===== src/rtl/board_pkg.sv =====
// Shared types, board dimensions and colour helper for the triangle feeder.
package board_pkg;

  localparam int BOARD_COLS = 10;
  localparam int BOARD_ROWS = 20;
  localparam int COORD_W    = 20;
  localparam int COLOR_W    = 12;

  typedef logic [2:0] cell_color_t;

  typedef struct packed {
    logic signed [COORD_W-1:0] x;
    logic signed [COORD_W-1:0] y;
  } vertex_t;

  typedef struct packed {
    vertex_t [2:0]      v;
    logic [COLOR_W-1:0] color;
  } triangle_t;

  typedef enum logic [2:0] {
    ST_IDLE  = 3'd0,
    ST_SCAN  = 3'd1,
    ST_EMIT0 = 3'd2,
    ST_EMIT1 = 3'd3,
    ST_DONE  = 3'd4
  } state_t;

  // Each colour bit becomes a full-intensity or dark nibble: {b,g,r} -> {B,G,R}.
  function automatic logic [COLOR_W-1:0] expand_color(input cell_color_t c);
    return {{4{c[2]}}, {4{c[1]}}, {4{c[0]}}};
  endfunction

endpackage


===== src/rtl/board_triangle_feeder_if.sv =====
// Triangle stream from the board feeder to the rasterizer (valid/ready).
interface board_triangle_feeder_if;
  import board_pkg::*;

  logic                          tri_valid;
  logic                          tri_ready;
  logic [2:0][COORD_W-1:0]       tri_x;
  logic [2:0][COORD_W-1:0]       tri_y;
  logic [COLOR_W-1:0]            tri_color;

  modport master (
    output tri_valid, tri_x, tri_y, tri_color,
    input  tri_ready
  );

  modport slave (
    input  tri_valid, tri_x, tri_y, tri_color,
    output tri_ready
  );

endinterface


===== src/rtl/cell_geometry.sv =====
// Combinational mapping of a board cell and triangle select to screen-space vertices.
module cell_geometry
  import board_pkg::*;
#(
  parameter int ROW_W    = 5,
  parameter int COL_W    = 4,
  parameter int X_OFFSET = 24,
  parameter int Y_OFFSET = 24,
  parameter int X_ORIGIN = 0,
  parameter int Y_ORIGIN = 0
) (
  input  logic [ROW_W-1:0]          row_i,
  input  logic [COL_W-1:0]          col_i,
  input  logic                      tri_sel_i,
  output logic [2:0][COORD_W-1:0]   x_o,
  output logic [2:0][COORD_W-1:0]   y_o
);

  logic signed [COORD_W-1:0] xl_s;
  logic signed [COORD_W-1:0] xr_s;
  logic signed [COORD_W-1:0] yt_s;
  logic signed [COORD_W-1:0] yb_s;

  // Both triangles share the (xL,yT)-(xR,yB) diagonal; vertex order keeps edge functions non-negative inside.
  always_comb begin
    xl_s = COORD_W'(X_ORIGIN + int'(col_i) * X_OFFSET);
    yt_s = COORD_W'(Y_ORIGIN + int'(row_i) * Y_OFFSET);
    xr_s = xl_s + COORD_W'(X_OFFSET);
    yb_s = yt_s + COORD_W'(Y_OFFSET);
    if (tri_sel_i) begin
      x_o = {xr_s, xr_s, xl_s};
      y_o = {yb_s, yt_s, yt_s};
    end else begin
      x_o = {xl_s, xr_s, xl_s};
      y_o = {yb_s, yb_s, yt_s};
    end
  end

endmodule


===== src/rtl/board_triangle_feeder.sv =====
// Snapshots the game board on frame start and streams two triangles per occupied cell.
module board_triangle_feeder
  import board_pkg::*;
#(
  parameter int COLS     = BOARD_COLS,
  parameter int ROWS     = BOARD_ROWS,
  parameter int X_OFFSET = 24,
  parameter int Y_OFFSET = 24,
  parameter int X_ORIGIN = 0,
  parameter int Y_ORIGIN = 0
) (
  input  logic                           vclock_in,
  input  logic                           reset_n_in,
  input  logic                           frame_start_in,
  input  cell_color_t [ROWS*COLS-1:0]    board_in,
  board_triangle_feeder_if.master        tri_bus,
  output logic                           busy_out,
  output logic                           done_out,
  output logic                           overrun_out
);

  localparam int NCELL = ROWS * COLS;
  localparam int IDX_W = (NCELL > 1) ? $clog2(NCELL) : 1;
  localparam int ROW_W = (ROWS > 1) ? $clog2(ROWS) : 1;
  localparam int COL_W = (COLS > 1) ? $clog2(COLS) : 1;
  localparam logic [IDX_W-1:0] LAST_IDX = IDX_W'(NCELL - 1);
  localparam logic [COL_W-1:0] LAST_COL = COL_W'(COLS - 1);

  state_t                      state_q;
  cell_color_t [NCELL-1:0]     snapshot_q;
  logic [IDX_W-1:0]            index_q;
  logic [IDX_W-1:0]            index_d;
  logic [ROW_W-1:0]            row_q;
  logic [ROW_W-1:0]            row_d;
  logic [COL_W-1:0]            col_q;
  logic [COL_W-1:0]            col_d;
  logic                        valid_q;
  logic [2:0][COORD_W-1:0]     x_q;
  logic [2:0][COORD_W-1:0]     y_q;
  logic [COLOR_W-1:0]          color_q;
  logic                        busy_q;
  logic                        done_q;
  logic                        overrun_q;

  cell_color_t                 cell_s;
  logic                        hs_s;
  logic                        last_s;
  logic                        tri_sel_s;
  logic [2:0][COORD_W-1:0]     geo_x_s;
  logic [2:0][COORD_W-1:0]     geo_y_s;

  assign cell_s    = snapshot_q[index_q];
  assign hs_s      = valid_q && tri_bus.tri_ready;
  assign last_s    = (index_q == LAST_IDX);
  assign tri_sel_s = (state_q == ST_EMIT0);

  // Row/column track the linear index so geometry never needs a divide.
  always_comb begin
    index_d = index_q + IDX_W'(1);
    if (col_q == LAST_COL) begin
      col_d = '0;
      row_d = row_q + ROW_W'(1);
    end else begin
      col_d = col_q + COL_W'(1);
      row_d = row_q;
    end
  end

  cell_geometry #(
    .ROW_W    (ROW_W),
    .COL_W    (COL_W),
    .X_OFFSET (X_OFFSET),
    .Y_OFFSET (Y_OFFSET),
    .X_ORIGIN (X_ORIGIN),
    .Y_ORIGIN (Y_ORIGIN)
  ) u_geom (
    .row_i     (row_q),
    .col_i     (col_q),
    .tri_sel_i (tri_sel_s),
    .x_o       (geo_x_s),
    .y_o       (geo_y_s)
  );

  // Scan/emit state machine with all outputs registered.
  always_ff @(posedge vclock_in or negedge reset_n_in) begin
    if (!reset_n_in) begin
      state_q    <= ST_IDLE;
      snapshot_q <= '0;
      index_q    <= '0;
      row_q      <= '0;
      col_q      <= '0;
      valid_q    <= 1'b0;
      x_q        <= '0;
      y_q        <= '0;
      color_q    <= '0;
      busy_q     <= 1'b0;
      done_q     <= 1'b0;
      overrun_q  <= 1'b0;
    end else begin
      done_q <= 1'b0;
      if (frame_start_in && (state_q != ST_IDLE)) begin
        overrun_q <= 1'b1;
      end
      case (state_q)
        ST_IDLE: begin
          if (frame_start_in) begin
            snapshot_q <= board_in;
            index_q    <= '0;
            row_q      <= '0;
            col_q      <= '0;
            busy_q     <= 1'b1;
            state_q    <= ST_SCAN;
          end
        end
        ST_SCAN: begin
          if (cell_s != 3'd0) begin
            x_q     <= geo_x_s;
            y_q     <= geo_y_s;
            color_q <= expand_color(cell_s);
            valid_q <= 1'b1;
            state_q <= ST_EMIT0;
          end else if (last_s) begin
            done_q  <= 1'b1;
            state_q <= ST_DONE;
          end else begin
            index_q <= index_d;
            row_q   <= row_d;
            col_q   <= col_d;
          end
        end
        ST_EMIT0: begin
          if (hs_s) begin
            x_q     <= geo_x_s;
            y_q     <= geo_y_s;
            state_q <= ST_EMIT1;
          end
        end
        ST_EMIT1: begin
          if (hs_s) begin
            valid_q <= 1'b0;
            if (last_s) begin
              done_q  <= 1'b1;
              state_q <= ST_DONE;
            end else begin
              index_q <= index_d;
              row_q   <= row_d;
              col_q   <= col_d;
              state_q <= ST_SCAN;
            end
          end
        end
        ST_DONE: begin
          busy_q  <= 1'b0;
          state_q <= ST_IDLE;
        end
        default: begin
          valid_q <= 1'b0;
          busy_q  <= 1'b0;
          state_q <= ST_IDLE;
        end
      endcase
    end
  end

  assign tri_bus.tri_valid = valid_q;
  assign tri_bus.tri_x     = x_q;
  assign tri_bus.tri_y     = y_q;
  assign tri_bus.tri_color = color_q;
  assign busy_out          = busy_q;
  assign done_out          = done_q;
  assign overrun_out       = overrun_q;

endmodule


===== src/flat_wrapper.sv =====
// flat-port wrapper written by rule: the top's interface ports become plain ports
module board_triangle_feeder_flat import board_pkg::*;
#(
  parameter int COLS     = BOARD_COLS,
  parameter int ROWS     = BOARD_ROWS,
  parameter int X_OFFSET = 24,
  parameter int Y_OFFSET = 24,
  parameter int X_ORIGIN = 0,
  parameter int Y_ORIGIN = 0
)
  (vclock_in, reset_n_in, frame_start_in, board_in, busy_out, done_out, overrun_out, tri_bus_tri_valid, tri_bus_tri_x, tri_bus_tri_y, tri_bus_tri_color, tri_bus_tri_ready);
  board_triangle_feeder_if tri_bus_i ();
  input  logic vclock_in;
  input  logic reset_n_in;
  input  logic frame_start_in;
  input  cell_color_t [ROWS*COLS-1:0] board_in;
  output logic busy_out;
  output logic done_out;
  output logic overrun_out;
  output wire logic [$bits(tri_bus_i.tri_valid)-1:0] tri_bus_tri_valid;
  output wire logic [$bits(tri_bus_i.tri_x)-1:0] tri_bus_tri_x;
  output wire logic [$bits(tri_bus_i.tri_y)-1:0] tri_bus_tri_y;
  output wire logic [$bits(tri_bus_i.tri_color)-1:0] tri_bus_tri_color;
  input wire logic [$bits(tri_bus_i.tri_ready)-1:0] tri_bus_tri_ready;
  assign tri_bus_tri_valid = tri_bus_i.tri_valid;
  assign tri_bus_tri_x = tri_bus_i.tri_x;
  assign tri_bus_tri_y = tri_bus_i.tri_y;
  assign tri_bus_tri_color = tri_bus_i.tri_color;
  assign tri_bus_i.tri_ready = tri_bus_tri_ready;
  board_triangle_feeder #(.COLS(COLS), .ROWS(ROWS), .X_OFFSET(X_OFFSET), .Y_OFFSET(Y_OFFSET), .X_ORIGIN(X_ORIGIN), .Y_ORIGIN(Y_ORIGIN)) u_core (.vclock_in(vclock_in), .reset_n_in(reset_n_in), .frame_start_in(frame_start_in), .board_in(board_in), .tri_bus(tri_bus_i), .busy_out(busy_out), .done_out(done_out), .overrun_out(overrun_out));
endmodule

===== config.mk =====
export PLATFORM = sky130hd
export DESIGN_NAME = board_triangle_feeder_flat
export DESIGN_NICKNAME = d
export VERILOG_FILES = /design/src/rtl/board_pkg.sv /design/src/rtl/board_triangle_feeder_if.sv /design/src/rtl/cell_geometry.sv /design/src/rtl/board_triangle_feeder.sv /design/src/flat_wrapper.sv
export SDC_FILE = /design/constraint.sdc
export NUM_CORES = 2
export LEC_CHECK = 0
export ABC_AREA = 1
export CAP_MARGIN = 40
export CORE_ASPECT_RATIO = 1.4
export CORE_MARGIN = 10
export CORE_UTILIZATION = 45
export CTS_BUF_LIST = sky130_fd_sc_hd__clkbuf_4 sky130_fd_sc_hd__clkbuf_8
export CTS_CLUSTER_DIAMETER = 50
export DETAILED_ROUTE_END_ITERATION = 16
export HOLD_SLACK_MARGIN = 0.12
export PLACE_DENSITY = 0.75
export SLEW_MARGIN = 20
export SYNTH_ARGS = -nofsm -noshare
export SYNTH_HDL_FRONTEND = slang
export SYNTH_HIERARCHICAL = 1
export SYNTH_SLANG_ARGS = --single-unit

===== constraint.sdc =====
create_clock -name vclock_in -period 3.4 [get_ports vclock_in]
set_clock_uncertainty 0.2 [all_clocks]
set_input_delay 0.51 -clock vclock_in [delete_from_list [all_inputs] [get_ports vclock_in]]
set_output_delay 0.51 -clock vclock_in [all_outputs]
set_load 0.02 [all_outputs]

# Word level (Yosys, flattened, before mapping)

Cells that the tools add are included.

Bits in registers: 753
Input port bits: 604
Output and inout bits: 136
Word-level logic and storage cells: 296

Add/subtract/negate cells: 5
Multipliers: 2
$lt $le $gt $ge: 1
Equal/unequal tests: 12
Multiplexer cells: 43
Bitwise gates (word level): 2
Reductions and logical operators: 16

Operators with widths:

| kind                  | number |
|---|---|
| $mux 60               | 5 |
| $pmux 60 s2           | 2 |
| $mux 8                | 4 |
| $mux 31               | 1 |
| $mux 5                | 5 |
| $bmux 3 s8            | 1 |
| $pmux 8 s3            | 1 |
| $mux 3                | 7 |
| $add 20x6->20 const B | 1 |
| $mux 4                | 5 |
| $pmux 5 s3            | 1 |
| $pmux 3 s4            | 1 |
| $pmux 4 s3            | 1 |
| $add 10x5->11 const B | 1 |
| $lt 8x9->1 const B    | 1 |
| $reduce_bool 3->1     | 3 |
| $add 8x1->8 const B   | 1 |
| $eq 8x8->1 const B    | 1 |
| $reduce_and 4->1      | 2 |
| $mul 5x2->7 const B   | 1 |
| $eq 3x2->1 const B    | 2 |
| $mul 4x2->6 const B   | 1 |
| $mux 1                | 6 |
| $ne 2x1->1 const B    | 3 |
| 16 further kinds      | 24 |

# Depth between registers and ports, before layout

Depth after elaboration: 5
Gate-level depth with buffers: 25

# Cells and area by module

The synthesis kept the hierarchy.

Modules (own cells, without submodules):

| module                | instances | cells each | area each (um^2) | sequential area each (um^2) |
|---|---|---|---|---|
| board_triangle_feeder | 1         | 4567       | 35018.6          | 18692.9 |
| cell_geometry         | 1         | 212        | 1405.1           | 0.0 |

# Least setup slack after synthesis

Ideal clock, no wire load.

Kind: flip-flop to flip-flop
Start: register u_core.index_q[0]
End: register u_core.y_q, in the netlist u_core/tri_bus.tri_y[23]
Arrival: 2.372 ns
Slack: 0.711 ns
Stages on the path, launching flop included: 19
Buffers on the path: 6
Clock period less this slack: 2.689 ns
Cell sequence: dfrtp_1 -> buf_2 -> buf_6 -> buf_4 -> buf_2 -> o211ai_1 -> nand3_1 -> nand3_1 -> nand3_1 -> a21oi_1 -> nand3_1 -> nand3_1 -> nand2_2 -> o21bai_4 -> nand2_2 -> buf_2 -> buf_2 -> nand3_1 -> nand2_1

Longest elaborated chain between the ends: 5

RTL lines:

| item                              | RTL line                     | RTL |
|---|---|---|
| from (decl)                       | board_triangle_feeder.sv:31  | `logic [IDX_W-1:0] index_q;` |
| from (signal assigned)            | board_triangle_feeder.sv:126 | `index_q <= index_d;` |
| from (signal assigned)            | board_triangle_feeder.sv:145 | `index_q <= index_d;` |
| $bmux 3 s8                        | board_triangle_feeder.sv:52  | `assign cell_s = snapshot_q[index_q];` |
| $mux 3 (not written as such)      | board_triangle_feeder.sv:52  |  |
| $reduce_bool 3->1                 | board_triangle_feeder.sv:116 | `if (cell_s != 3'd0) begin` |
| $ne 2x1->1 (no source line)       | -                            |  |
| $reduce_and 3->1 (no source line) | -                            |  |
| to (signal assigned)              | board_triangle_feeder.sv:118 | `y_q <= geo_y_s;` |
| to (signal assigned)              | board_triangle_feeder.sv:134 | `y_q <= geo_y_s;` |
| to (decl)                         | board_triangle_feeder.sv:39  | `logic [2:0][COORD_W-1:0] y_q;` |

No other way between the ends. The select of a mux whose other input is x is not followed.
A chain may end at the register's enable or synchronous reset.

# Worst setup path in the final report

Start: register u_core.index_q[0]
End: register u_core.x_q, in the netlist u_core/tri_bus.tri_x[27]

Longest elaborated chain between the ends: 5

RTL lines:

| item                              | RTL line                     | RTL |
|---|---|---|
| $bmux 3 s8                        | board_triangle_feeder.sv:52  |  |
| $mux 3 (not written as such)      | board_triangle_feeder.sv:52  |  |
| $reduce_bool 3->1                 | board_triangle_feeder.sv:116 |  |
| $ne 2x1->1 (no source line)       | -                            |  |
| $reduce_and 3->1 (no source line) | -                            |  |
| to (signal assigned)              | board_triangle_feeder.sv:117 | `x_q <= geo_x_s;` |
| to (signal assigned)              | board_triangle_feeder.sv:133 | `x_q <= geo_x_s;` |
| to (decl)                         | board_triangle_feeder.sv:38  | `logic [2:0][COORD_W-1:0] x_q;` |

No other way between the ends. The select of a mux whose other input is x is not followed.

==> results.py <==
metrics = {
    "routing": {
        "avgRoutedWirePerCell_um": 20.5,
        "vias": 37100,
        "postRouteAntennaNets": 0,
        "wl_um": 145000,
        "drc": 0,
        "drtIter0Drc": 3900,
        "drtPass1Iterations": 6,
        "via_per_inst": 5.27,
    },
    "worst_setup_path": {
        "ff2ff_path_depth": 17,
        "reg2reg_from": "u_core/index_q[0]$_DFFE_PN0P_",
        "crit_end": "u_core/tri_bus.tri_x[27]$_DFFE_PN0P_",
        "crit_start": "u_core/index_q[0]$_DFFE_PN0P_",
        "path_class": "register to register",
        "path_max_fanout": 50,
        "critPathLaunchType": "register",
        "crit_chain": "buf_4, buf_16, buf_16, o21ai_0, nand3_1, nand3_1, nand2_1, inv_1, nand2_1, nand2_2, nand3_2, o21bai_4, nand2_8, buf_4, clkbuf_16, nand3_1, nand2_1",
        "cp.arrival_ns": 3.86,
        "required_ns": 3.83,
        "slowest_stage": "dfrtp_4",
        "cp-end-kind": "register",
        "r2r_end": "u_core/tri_bus.tri_x[27]$_DFFE_PN0P_",
        "reg2reg_slack_ns": -0.02,
        "max_stage_delay_ns": 0.52,
    },
    "global_route": {
        "grtUsageTotal_pct": 29.3,
        "top_usage_layer": "met2",
        "grt_max_degree": 123,
        "grt_pass1_wl_um": 212000,
        "grt.overflow.total": 0,
        "use_met1_pct": 35.3,
        "gr-usage-met3_pct": 6.14,
        "use_met2_pct": 49.0,
        "antenna_found_initial": 20,
        "grt_pass1_vias": 37000,
    },
    "layout": {
        "final_common_cell": "nand2_1",
        "design_area_sq_um": 52200,
        "instances_no_fill": 7038,
        "mostFrequentLayoutCells": "nand2_1 (1,873), dfrtp_1 (744), clkdlybuf4s50_1 (738)",
        "layout.nets": 6491,
        "syn2layout_area_growth_pct": 43.4,
        "fillCellCount": 6361,
        "drive_above_1_share_pct": 6.95,
        "final_util_pct": 65.0,
    },
    "die": {
        "dieWidth_um": 260,
        "dieArea_sq_um": 92900,
        "pin_count": 740,
        "start_util_pct": 45.3,
        "die_y_um": 357,
        "rows": 123,
        "core-area_sq_um": 80300,
    },
    "outcome": {
        "status": "finished, violations left",
        "failed_checks": "setup timing",
    },
    "timing": {
        "hold_ws_ns": 0.160,
        "slew_headroom_pct": 56.0,
        "final-setup-viol-count": 22,
        "grt_setup_unrepaired": "true",
        "post-route-min-period_ns": 3.42,
        "timing.final.crit_share_pct": 101,
        "hold_violations": 0,
        "max_clock_freq_mhz": 292,
        "worst_pin_slew_ns": 0.655,
        "fin_ws_ns": -0.0230,
        "timing.final.max_slew_violations": 0,
    },
    "cts": {
        "clk_pin_slew_ns": 0.07,
        "htreeDepth": 3,
        "cts.sinks": 747,
        "clockBufferDepth": 3,
        "clk_latency_ns": 0.75,
        "cts_root_buf": "clkbuf_8",
        "cts-buffers-inserted": 113,
        "cts_tree": "built",
    },
    "place": {
        "portBuffers": 739,
        "hpwl_um": 95100,
        "place_congestion": 0.922,
        "place_area_sq_um": 45000,
        "dp.cells": 6394,
    },
    "synth": {
        "syn_inst": 4779,
        "synth_cell_types": 37,
        "synth-edff-count": 0,
        "ys_dominant_reg_cell": "dfrtp_1",
        "synth_seq_cells": 747,
        "yosysWarnings": 6,
        "async_reset_ff_share_pct": 100,
        "yosysSeqAreaShare_pct": 51.3,
        "avgSynthCellArea_sq_um": 7.62,
        "synth_area_sq_um": 36400,
    },
    "job": {
        "maxCapViolations": 0,
    },
    "power_and_ir_drop": {
        "power_density_nw_per_um2": 860,
        "ir_drop_mv": 0.646,
        "cellLeakagePower_nw": 25.2,
    },
    "worst_hold_path": {
        "hold_path.class": "input port to async pin",
    },
}
critical path: cells and delay by family (launching register included):
kind / cells / cell delay (ns)
and+or+nand+nor: 9 / 0.91
DFF: 1 / 0.52
AOI/OAI and AO/OA: 2 / 0.70
buffers and inverters: 6 / 0.93
sequential cells by signal, indices dropped and copies added, names as in the netlist, 3 cells and up:
name / cells
u_core/tri_bus.tri_x: 60
u_core/snapshot_q: 600
u_core/state_q: 3
u_core/tri_bus.tri_y: 60
u_core/tri_bus.tri_color: 3
u_core/col_q: 4
u_core/row_q: 5
u_core/index_q: 8
cells by family (layout without fill, tap and decap cells):
group           Yosys count  after routing  share of synthesized area [%]
compound gates          720            720                           10.5
other cells               1            100                         0.0103
xor+xnor                  9              9                          0.216
flops                   747            747                           51.3
buf+inv                 896           1993                           10.9
fa+ha+maj                17             17                          0.625
simple gates           2389           2390                           26.5
layout make-up:
class / count / area, sq um / area share [%]
clock inverter: 31 / 309 / 0.592
tap: 1062 / 1330 / 2.54
sequential: 747 / 18700 / 35.8
multi-input combinational: 3213 / 14200 / 27.2
inverter: 507 / 1940 / 3.72
antenna: 23 / 57.6 / 0.110
timing repair buffer: 1287 / 13600 / 26.0
clock buffer: 167 / 2140 / 4.09
timing repair inverter: 1 / 11.3 / 0.0216
cell usage after synthesis (2+ instances only):
| master | number | share of area (%) |
|---|---|---|
| xor2_1 | 4 | 0.096 |
| buf_2 | 105 | 1.4 |
| dfrtp_1 | 747 | 51 |
| buf_4 | 95 | 2.0 |
| nand4_1 | 20 | 0.34 |
| o211ai_1 | 82 | 1.7 |
| buf_6 | 14 | 0.43 |
| o21ai_1 | 28 | 0.38 |
| inv_2 | 5 | 0.052 |
| clkbuf_1 | 153 | 1.6 |
| buf_1 | 22 | 0.23 |
| and2_1 | 6 | 0.10 |
| nor3_1 | 9 | 0.12 |
| fa_1 | 2 | 0.11 |
| nand2_2 | 8 | 0.14 |
| nor2_1 | 51 | 0.53 |
| nand2_1 | 1880 | 19 |
| or2_1 | 2 | 0.034 |
| xnor2_1 | 5 | 0.12 |
| nand2_4 | 2 | 0.062 |
| ha_1 | 15 | 0.52 |
| a21oi_1 | 105 | 1.4 |
| clkinv_1 | 5 | 0.052 |
| inv_1 | 497 | 5.1 |
| nand3_1 | 404 | 5.6 |
| o21ai_0 | 502 | 6.9 |
how the worst min path moves through the flow:
stage	end	slack, ns
after floorplan	u_core/busy_out$_DFFE_PN0P_	0.01
after global placement	u_core/snapshot_q[122]$_DFFE_PN0P_	0.25
after detailed placement	u_core/snapshot_q[577]$_DFFE_PN0P_	0.25
after CTS	u_core/snapshot_q[343]$_DFFE_PN0P_	0.12
after global routing	u_core/snapshot_q[354]$_DFFE_PN0P_	0.13
final	u_core/snapshot_q[392]$_DFFE_PN0P_	0.16
where the power goes:
group          switching (mW)  leakage [nW]  internal (mW)
combinational            13.6          14.6           8.40
sequential               1.81          9.28           13.1
clock                    3.66          1.30           4.40
total                    19.1          25.2           25.9
per-layer routing:
metal  vias to the layer above  part of all wire (%)
li1                      17000                     -
met2                      1994                    49
met4                         4                   5.3
met1                     17600                    38
met5                         -                 0.019
met3                       421                   8.6
timing repair:
item                                    CTS  global route
buffers inserted                          0            14
gates cloned                              0            26
endpoints found under the hold margin   939             0
pin swaps                                 0             8
endpoints found under the setup margin   81           136
gates resized for setup                   3            49
hold buffers                            383             0
stage by stage:
step | setup TNS (ns) | setup WS, ns | total power [mW]
floorplan | 0 | 0.711 | 27.2
global placement | 0 | 0.0173 | 33.9
detailed placement | -0.868 | -0.0346 | 34.4
CTS | 0 | 0.0312 | 43.0
global route | -9.85 | -0.116 | 48.0
finish | -0.178 | -0.0230 | 44.9
Power figures use the tool's default switching activity.
